==> src/rtl/data_mem_io.sv <==
// data_mem_io: CPU data-port responder (word RAM + memory-mapped board I/O); optional timer under DMEM_TIMER_EN.
// Latency: reads are combinational (0 cycles); writes take effect on the rising clock edge.
// Backpressure: none, every access completes in the cycle it is presented.
module data_mem_io #(
    parameter int DEPTH_LOG2 = 5,
    parameter int SW_W       = 10,
    parameter int KEY_W      = 4,
    parameter int LED_W      = 10
) (
    input  logic              clock,
    input  logic              resetn,
    input  logic [31:0]       addr,
    input  logic [31:0]       datain,
    input  logic              we,
    output logic [31:0]       dataout,
    input  logic [SW_W-1:0]   sw,
    input  logic [KEY_W-1:0]  key,
    output logic [LED_W-1:0]  led,
    output logic [31:0]       hex
);

    localparam int         DEPTH   = 1 << DEPTH_LOG2;
    localparam logic [5:0] OFF_SW  = 6'd0;
    localparam logic [5:0] OFF_KEY = 6'd1;
    localparam logic [5:0] OFF_LED = 6'd2;
    localparam logic [5:0] OFF_HEX = 6'd3;
    localparam logic [5:0] OFF_TMR = 6'd4;

    logic                  io_sel;
    logic [5:0]            reg_off;
    logic [DEPTH_LOG2-1:0] ram_idx;
    logic                  ram_wr;
    logic                  io_wr;
    logic [KEY_W-1:0]      key_clr;
    logic [KEY_W-1:0]      key_press;
    logic [31:0]           io_rdat;

    logic [31:0]           mem [DEPTH];
    logic [SW_W-1:0]       sw_s1, sw_s2;
    logic [KEY_W-1:0]      k1, k2, k3;
    logic [KEY_W-1:0]      key_flag;
    logic [31:0]           tmr_cnt;

    // Address bits that select neither a RAM word nor an I/O register.
    logic unused_addr_bits;
    assign unused_addr_bits = ^{addr[11:8], addr[1:0]};

    assign io_sel  = (addr[31:12] == 20'hFFFFF);
    assign reg_off = addr[7:2];
    assign ram_idx = addr[DEPTH_LOG2+1:2];
    assign ram_wr  = we & ~io_sel;
    assign io_wr   = we & io_sel;

    assign key_clr   = (io_wr && reg_off == OFF_KEY) ? datain[KEY_W-1:0] : '0;
    assign key_press = k3 & ~k2;

    // RAM has no reset term: a store still lands while resetn is low.
    always_ff @(posedge clock) begin
        if (ram_wr) begin
            mem[ram_idx] <= datain;
        end
    end

    always_ff @(posedge clock or negedge resetn) begin
        if (!resetn) begin
            sw_s1 <= '0;
            sw_s2 <= '0;
        end else begin
            sw_s1 <= sw;
            sw_s2 <= sw_s1;
        end
    end

    // Keys idle high; a press is a falling edge seen one stage down the chain,
    // so a held key raises its flag exactly once. Set wins over clear.
    always_ff @(posedge clock or negedge resetn) begin
        if (!resetn) begin
            k1       <= '1;
            k2       <= '1;
            k3       <= '1;
            key_flag <= '0;
        end else begin
            k1       <= key;
            k2       <= k1;
            k3       <= k2;
            key_flag <= (key_flag & ~key_clr) | key_press;
        end
    end

    always_ff @(posedge clock or negedge resetn) begin
        if (!resetn) begin
            led <= '0;
            hex <= '0;
        end else begin
            if (io_wr && reg_off == OFF_LED) begin
                led <= datain[LED_W-1:0];
            end
            if (io_wr && reg_off == OFF_HEX) begin
                hex <= datain;
            end
        end
    end

`ifdef DMEM_TIMER_EN
    always_ff @(posedge clock or negedge resetn) begin
        if (!resetn) begin
            tmr_cnt <= '0;
        end else if (io_wr && reg_off == OFF_TMR) begin
            tmr_cnt <= datain;
        end else begin
            tmr_cnt <= tmr_cnt + 32'd1;
        end
    end
`else
    assign tmr_cnt = '0;
`endif

    always_comb begin
        io_rdat = '0;
        case (reg_off)
            OFF_SW:  io_rdat[SW_W-1:0]  = sw_s2;
            OFF_KEY: io_rdat[KEY_W-1:0] = key_flag;
            OFF_LED: io_rdat[LED_W-1:0] = led;
            OFF_HEX: io_rdat            = hex;
            OFF_TMR: io_rdat            = tmr_cnt;
            default: io_rdat            = '0;
        endcase
        dataout = io_sel ? io_rdat : mem[ram_idx];
    end

endmodule

==> config.mk <==
export PLATFORM = sky130hd
export DESIGN_NAME = data_mem_io
export DESIGN_NICKNAME = d
export VERILOG_FILES = /design/src/rtl/data_mem_io.sv
export SDC_FILE = /design/constraint.sdc
export NUM_CORES = 1
export LEC_CHECK = 0
export CAP_MARGIN = 10
export CELL_PAD_IN_SITES_DETAIL_PLACEMENT = 1
export CELL_PAD_IN_SITES_GLOBAL_PLACEMENT = 1
export CORE_UTILIZATION = 57
export CTS_CLUSTER_DIAMETER = 30
export CTS_CLUSTER_SIZE = 20
export DETAILED_ROUTE_END_ITERATION = 10
export PLACE_DENSITY_LB_ADDON = 0.3
export SYNTH_ARGS = -nofsm -noshare
export SYNTH_HDL_FRONTEND = slang
export SYNTH_SLANG_ARGS = --single-unit
export TNS_END_PERCENT = 5
==> constraint.sdc <==
create_clock -name clock -period 8.94 [get_ports clock]
set_input_delay 2.235 -clock clock [delete_from_list [all_inputs] [get_ports clock]]
set_output_delay 2.235 -clock clock [all_outputs]
set_load 0.03 [all_outputs]
==> results of run 1 <==
[sequential cells by signal, indices dropped and copies added (netlist names)]
signal / cells
k1: 4
mem: 1024
k2: 4
hex: 32
k3: 4
led: 10
sw_s1: 10
key_flag: 4
sw_s2: 10
[synth_stat cells, types with 5 or more instances]
| master | n | area, um^2 |
|---|---|---|
| inv_1 | 9 | 33.8 |
| mux4_2 | 48 | 1080 |
| nand2_1 | 14 | 52.6 |
| nor4_1 | 31 | 194 |
| buf_6 | 8 | 90.1 |
| buf_2 | 56 | 280 |
| or4_1 | 19 | 143 |
| clkbuf_1 | 39 | 146 |
| a21oi_1 | 51 | 255 |
| nor2_1 | 27 | 101 |
| mux2i_1 | 423 | 4230 |
| o21ai_0 | 9 | 45.0 |
| edfxtp_1 | 1024 | 30700 |
| nand4_1 | 8 | 50.1 |
| o22ai_1 | 172 | 1080 |
| mux2_4 | 30 | 450 |
| dfrtp_1 | 66 | 1650 |
| a221oi_1 | 20 | 175 |
| nand3_1 | 5 | 25.0 |
| mux2_2 | 18 | 203 |
| a22oi_1 | 38 | 285 |
| a22o_1 | 6 | 52.6 |
| nor2b_1 | 5 | 31.3 |
| a31oi_1 | 31 | 194 |
| dfstp_2 | 12 | 315 |
| buf_4 | 24 | 180 |
[where the power goes]
part | switching [W] | internal (W) | total (W)
Combinational | 0.000482 | 0.000227 | 0.000709
Sequential | 0.0000318 | 0.00571 | 0.00574
Clock | 0.00296 | 0.00434 | 0.00730
Total | 0.00348 | 0.0103 | 0.0138
[stage by stage]
stage	instance area, um^2	power, W	setup WS (ps)	std cells
floorplan	42400	0.00613	1930	2232
global placement	45500	0.00640	789	3312
detailed placement	45500	0.00644	672	3312
CTS	51500	0.0135	355	3640
global route	51800	0.0139	89.7	3653
finish	51800	0.0138	21.3	3654
[layout by cell type (no fill, tap or decap), drive strengths merged, types with 3 or more instances in the layout]
master,count
and2,3
clkinvlp,24
dfstp,12
clkbuf,201
nor2b,5
nand4b,3
bufinv,21
mux4,48
a22oi,38
nor4,31
o21ai,9
clkdlybuf4s50,132
a31oi,31
a221oi,20
edfxtp,1024
or4,19
diode,3
nand2b,3
a22o,6
nand4bb,3
nand3b,3
nor2,28
mux2,48
nor3,5
nand3,7
buf,130
nand2,14
a21oi,51
nand4,8
clkinv,60
dfrtp,66
inv,33
mux2i,423
o22ai,172
[metal layers]
layer | part of all wire (%) | routed length (um) | vias to the layer above | track usage, %
met3 | 14 | 22500 | 735 | 9.87
met4 | 6.1 | 9950 | 6 | 18.7
li1 | - | - | 9852 | -
met2 | 47 | 77000 | 3101 | 63.3
met5 | 0.027 | 44 | - | 0
met1 | 33 | 54400 | 13780 | 52.0
[kinds of logic (layout without fill, tap and decap cells)]
| logic type | Yosys count | in the layout |
|---|---|---|
| compound gates | 330 | 330 |
| buf+inv | 141 | 601 |
| simple gates | 140 | 140 |
| other cells | 0 | 3 |
| flops | 1102 | 1102 |
| mux | 519 | 519 |
[area by class of cell]
class / instances / area [um^2] / share of cell area (%)
sequential: 1102 / 32700 / 63.2
multi-input combinational: 989 / 9190 / 17.8
clock buffer: 199 / 4560 / 8.81
timing repair buffer: 264 / 2620 / 5.05
clock inverter: 129 / 1450 / 2.80
tap: 959 / 1200 / 2.32
inverter: 9 / 33.8 / 0.0652
antenna: 3 / 7.51 / 0.0145
[final timing paths]
check,from,to,slack (ps),cells after the start
min reg2reg,sw_s1[6]$_DFF_PN0_,sw_s2[6]$_DFF_PN0_,360,0
min in group asynchronous,resetn,hex[12]$_DFFE_PN0P_,1300,1
max in group asynchronous,resetn,hex[6]$_DFFE_PN0P_,6400,2
min,sw_s1[6]$_DFF_PN0_,sw_s2[6]$_DFF_PN0_,360,0
max,addr[4],dataout[0],20,8
max reg2reg,k3[2]$_DFF_PN1_,key_flag[2]$_DFF_PN0_,7660,2
==> summary.txt, run 1 <==
Status
  – Status: finished, violations left
  – Violated checks: design-rule violations

Drt
  – Final Routed Wirelength: between 150000 and 200000 um
  – Detailed-route via count: between 20k and 30k
  – Drt pass-1 iters: 8
  – Detail Route Antenna Nets: 0
  – DR WL/cell: 44.8 um
  – Vias per cell: 7.52
  – DRT iter0 DRCs: around 5.4k
  – DRC Markers: 2

Timing
  – Slew margin rel.: 4.36%
  – Setup TNS: 0 ps
  – Worst hold slack: 361 ps
  – Worst Clk Skew: between 7 and 8 ps
  – Slew @ Worst Pin: 1430 ps
  – Max Clock Freq: roughly 110 MHz
  – RSZ-0062 raised after global routing: no
  – Final hold vios: 0
  – Final Critical Period: 8920 ps
  – Part of the cycle the worst path needs: 99.8%
  – Setup-failing EPs final: 0
  – Fin. max-slew vios: 0

Min path
  – Min-delay worst type: reg -> reg

Yosys
  – Post-synthesis compound-gate area fraction: ~5.0%
  – Yosys warning count: 0
  – Post-synth top flop: edfxtp_1
  – Mux cell area share after synthesis: roughly 14%
  – Post-synth EDFFs: 1024
  – Post-synthesis sequential area ratio: between 70% and 80%
  – Synth Area in Simple Gates: under 10%
  – Async set-reset flop share out of synthesis: around 7%
  – Mapped Area: between 40000 and 50000 um^2
  – Avg Synthesized Cell Area: ~19 um^2
  – Synth Area in XOR/XNOR: 0%
  – Synthesized net count: 2313
  – Largest family of logic cells by synthesized area: multiplexers
  – Synthesized instance count: 2232
  – Synthesized-area fraction occupied by adder cells: 0%
  – Distinct cell type count after synthesis: between 40 and 50
  – #FFs+latches synth: 1102

Floorplan
  – Die Wd: 275 um
  – DIE HEIGHT: about 270 um
  – Core ar.: 73300 um^2
  – Ports: around 160
  – Initial Util: 57.8%
  – Die Area: 75500 um^2
  – Row cnt: 99

Final layout
  – Final nets: 2621
  – Fillers: 5682
  – Layout cell share with drive strength beyond 1: 21.5%
  – Fin util: 70.6%
  – Layout area overhead: 22.1%

Global route
  – GRT Total Usage: roughly two fifths
  – Vias in the first global route: 27.7k
  – Wire length of the first global-routing pass: 209000 um
  – Initial antenna violation count: 7
  – Largest net degree at the start of global routing: 111
  – GR Overflow Total: 0

Clock network
  – Post-CTS setup buffers: 0
  – Root Buffer: clkbuf_16
  – CTS Buf Count: approximately 170
  – Hold Buf Count CTS: 0
  – CTS Buffer Depth: 3
  – Clock sink count: 1102
  – CTS-repair resized insts: 0
  – Clock insertion delay at the later pin of the skew report: 760 ps
  – CTS clk-pin slew, worst paths: 50 ps
  – CTS H-tree lvls: 4
  – CTS tree: yes

Setup path
  – Critical Path, Cell by Cell: clkdlybuf4s50_1 -> buf_4 -> nor2b_1 -> nand2_1 -> o22ai_1 -> nor4_1 -> a31oi_1 -> clkdlybuf4s50_1
  – Worst path max stage delay: 800 ps
  – Critical Path End Type: output port
  – CP Class: in -> out
  – Slowest-stage cell, CP: clkdlybuf4s50_1
  – Buffers and inverters on the worst path: 3
  – Worst Path Arrival: between 6000 and 7000 ps
  – Top delay family on crit path: buffers and inverters
  – Startpoint types: primary input
  – CP dominant cell by count: clkdlybuf4s50_1
  – CP required: ~6700 ps
  – CP Max Fanout: 17

Placed design
  – Post-DP HPWL: 69200 um
  – Routability cong.: 0.822
  – IO Port Bufs: 148

Run
  – Max-cap check violation count: 0

Power and ir drop
  – Leakage: roughly 18 nW
  – VDD IR-drop max: 271 uV
  – Power density cells: approximately 270 nW/um^2
(Power assumes the default switching activity.)
==> inputs of run 2 (changes only) <==
--- a/config.mk
+++ b/config.mk
@@ -12,7 +12,7 @@
 export CTS_CLUSTER_DIAMETER = 30
 export CTS_CLUSTER_SIZE = 20
 export DETAILED_ROUTE_END_ITERATION = 10
-export PLACE_DENSITY_LB_ADDON = 0.3
+export PLACE_DENSITY_LB_ADDON = 0.1
 export SYNTH_ARGS = -nofsm -noshare
 export SYNTH_HDL_FRONTEND = slang
 export SYNTH_SLANG_ARGS = --single-unit
==> run 2 against run 1 <==
The run still ends with design-rule violations left. Critical path depth is the same. Design area grew 0.53%. Worst hold slack lost 11 ps. Clock power grew 0.5%. Global-route usage shrank 4.5 points. Critical path type unchanged. Clock-buffer cell count grew 4. Flip-flop and latch count is the same. Total power shrank 0.17%.
==> summary.txt, run 2 (synthesis gave the netlist of run 1 again) <==
Min path
  – Min-delay worst type: reg -> reg

Power and ir drop
  – Int Pwr: roughly 0.011 W
  – Combinational Power Share: 4.8%
  – Clk pwr share: 53.4%
  – Power density cells: roughly 260 nW/um^2
  – Leakage: 18.6 nW
  – Total design power: 0.0137 W
  – Psw: about 0.0031 W
  – VDD IR-drop max: between 300 and 400 uV
  – Switching share of total power: between 20% and 30%
  – Sequential Power Share: 41.8%

Floorplan
  – Ports: 155
  – Die Area: between 70000 and 80000 um^2
  – DIE HEIGHT: about 270 um
  – Die Wd: 275 um
  – Core ar.: 73300 um^2
  – Row cnt: 99
  – Initial Util: 57.8%

Drt
  – Vias per cell: a little under 7
  – DRC Markers: 3
  – Wire length on met2: 66900 um
  – Drt pass-1 iters: 9
  – Detail Route Antenna Nets: 0
  – DR WL/cell: 37.3 um
  – Post-Route M1 WL: 50600 um
  – Final Routed Wirelength: roughly 140000 um
  – Detailed-route via count: around 25k
  – Met3 wire length: ~14000 um
  – Highest Signal Layer: met4
  – DRT iter0 DRCs: 3429

Setup path
  – Top delay family on crit path: simple AND/OR/NAND/NOR gates
  – CP Max Fanout: 19
  – CP Class: in -> out
  – Startpoint types: primary input
  – Buffers and inverters on the worst path: 3
  – CP required: around 6700 ps
  – CP dominant cell by count: clkdlybuf4s50_1
  – Worst path max stage delay: 830 ps
  – Slowest-stage cell, CP: and3_1
  – Critical Path, Cell by Cell: clkdlybuf4s50_1 -> buf_4 -> or3_4 -> nor2_4 -> and3_1 -> nand2_1 -> a2bb2oi_1 -> clkdlybuf4s50_1
  – Critical Path End Type: output port
  – Worst Path Arrival: 6230 ps

Final layout
  – Commonest non-fill, non-tap cell in the layout: edfxtp_1
  – Final nets: 2631
  – Top reg by flops: mem
  – Fin util: a little under three quarters
  – Most frequent cells in the layout: edfxtp_1, mux2i_1, clkbuf_16
  – Max reg flops: between 1k and 1.5k
  – Sequential cell area: 32700 um^2
  – Layout cell share with drive strength beyond 1: about 22%
  – Layout area overhead: 22.7%
  – Area of the multi-input gates: 9190 um^2
  – Fillers: 5755
  – Final std cell area, no fill: 52000 um^2
  – Top Registers: mem x1024, hex x32

Clock network
  – CTS Buf Count: 176
  – CTS tree: yes
  – Post-CTS setup buffers: 0
  – Hold Buf Count CTS: 0
  – CTS clk-pin slew, worst paths: roughly 50 ps
  – Root Buffer: clkbuf_16
  – CTS-repair resized insts: 0
  – CTS Buffer Depth: 3
  – Clock insertion delay at the later pin of the skew report: 740 ps
  – Clock sink count: 1102
  – CTS H-tree lvls: 4

Run
  – Max-cap check violation count: 0

Global route
  – GRT Total Usage: around a third
  – GR Overflow Total: 0
  – Largest net degree at the start of global routing: 105
  – Wire length of the first global-routing pass: 187000 um
  – Initial antenna violation count: 3
  – Vias in the first global route: 26.5k

Timing
  – Slew @ Worst Pin: 1400 ps
  – RSZ-0062 raised after global routing: no
  – Max Clock Freq: 118 MHz
  – Worst Clk Skew: 15.1 ps
  – Final hold vios: 0
  – Part of the cycle the worst path needs: between 90% and 100%
  – Final Critical Period: 8470 ps
  – Slew margin rel.: 5.73%
  – Setup-failing EPs final: 0
  – Fin. max-slew vios: 0
  – Setup TNS: 0 ps

Placed design
  – Post-DP HPWL: about 67000 um
  – Routability cong.: 0.790
  – IO Port Bufs: 148
  – Area after DPL: 45500 um^2

Status
  – Violated checks: design-rule violations
  – Status: finished, violations left
-- run 2: layer usage --
metal  track usage [%]  vias to the layer above
met5                 0                        -
met4              13.1                        0
met3              6.88                      350
met2              57.9                     1828
met1              47.1                    13021
li1                  -                     9851
-- run 2: worst paths after layout --
path | from | end | slack (ps) | cells past startpoint
worst max-delay path | addr[5] | dataout[29] | 470 | 8
worst min-delay path | k1[0]$_DFF_PN1_ | k2[0]$_DFF_PN1_ | 350 | 0
worst max register to register | hex[29]$_DFFE_PN0P_ | hex[29]$_DFFE_PN0P_ | 8050 | 1
worst min register to register | k1[0]$_DFF_PN1_ | k2[0]$_DFF_PN1_ | 350 | 0
max in group asynchronous | resetn | sw_s2[9]$_DFF_PN0_ | 6350 | 2
min in group asynchronous | resetn | hex[15]$_DFFE_PN0P_ | 1320 | 1
-- run 2: area by class of cell --
cell class / instances / share of cell area (%)
multi-input cells: 989 / 17.7
flip-flops and latches: 1102 / 62.9
inverters: 9 / 0.0649
clock buffers: 203 / 8.96
repair buffers: 272 / 5.02
clock inverters: 124 / 3.13
well taps: 959 / 2.31
diodes: 1 / 0.00481
-- run 2: power groups by stage --
stage	sequential [W]	combinational [W]	clock [W]
2_1_floorplan	0.00582	0.000304	0
3_3_place_gp	0.00583	0.000576	0
3_5_place_dp	0.00583	0.000602	0
4_1_cts	0.00574	0.000623	0.00731
5_1_grt	0.00574	0.000673	0.00755
6_report	0.00573	0.000658	0.00734
-- run 2: metrics by stage --
step                      hold WS [ps]  worst slack (ps)  cells
final                              350               474   3659
after global routing               348               430   3659
after CTS                          349               584   3644
after detailed placement           336               786   3317
after global placement             332               858   3317
after floorplan                    331              1930   2232
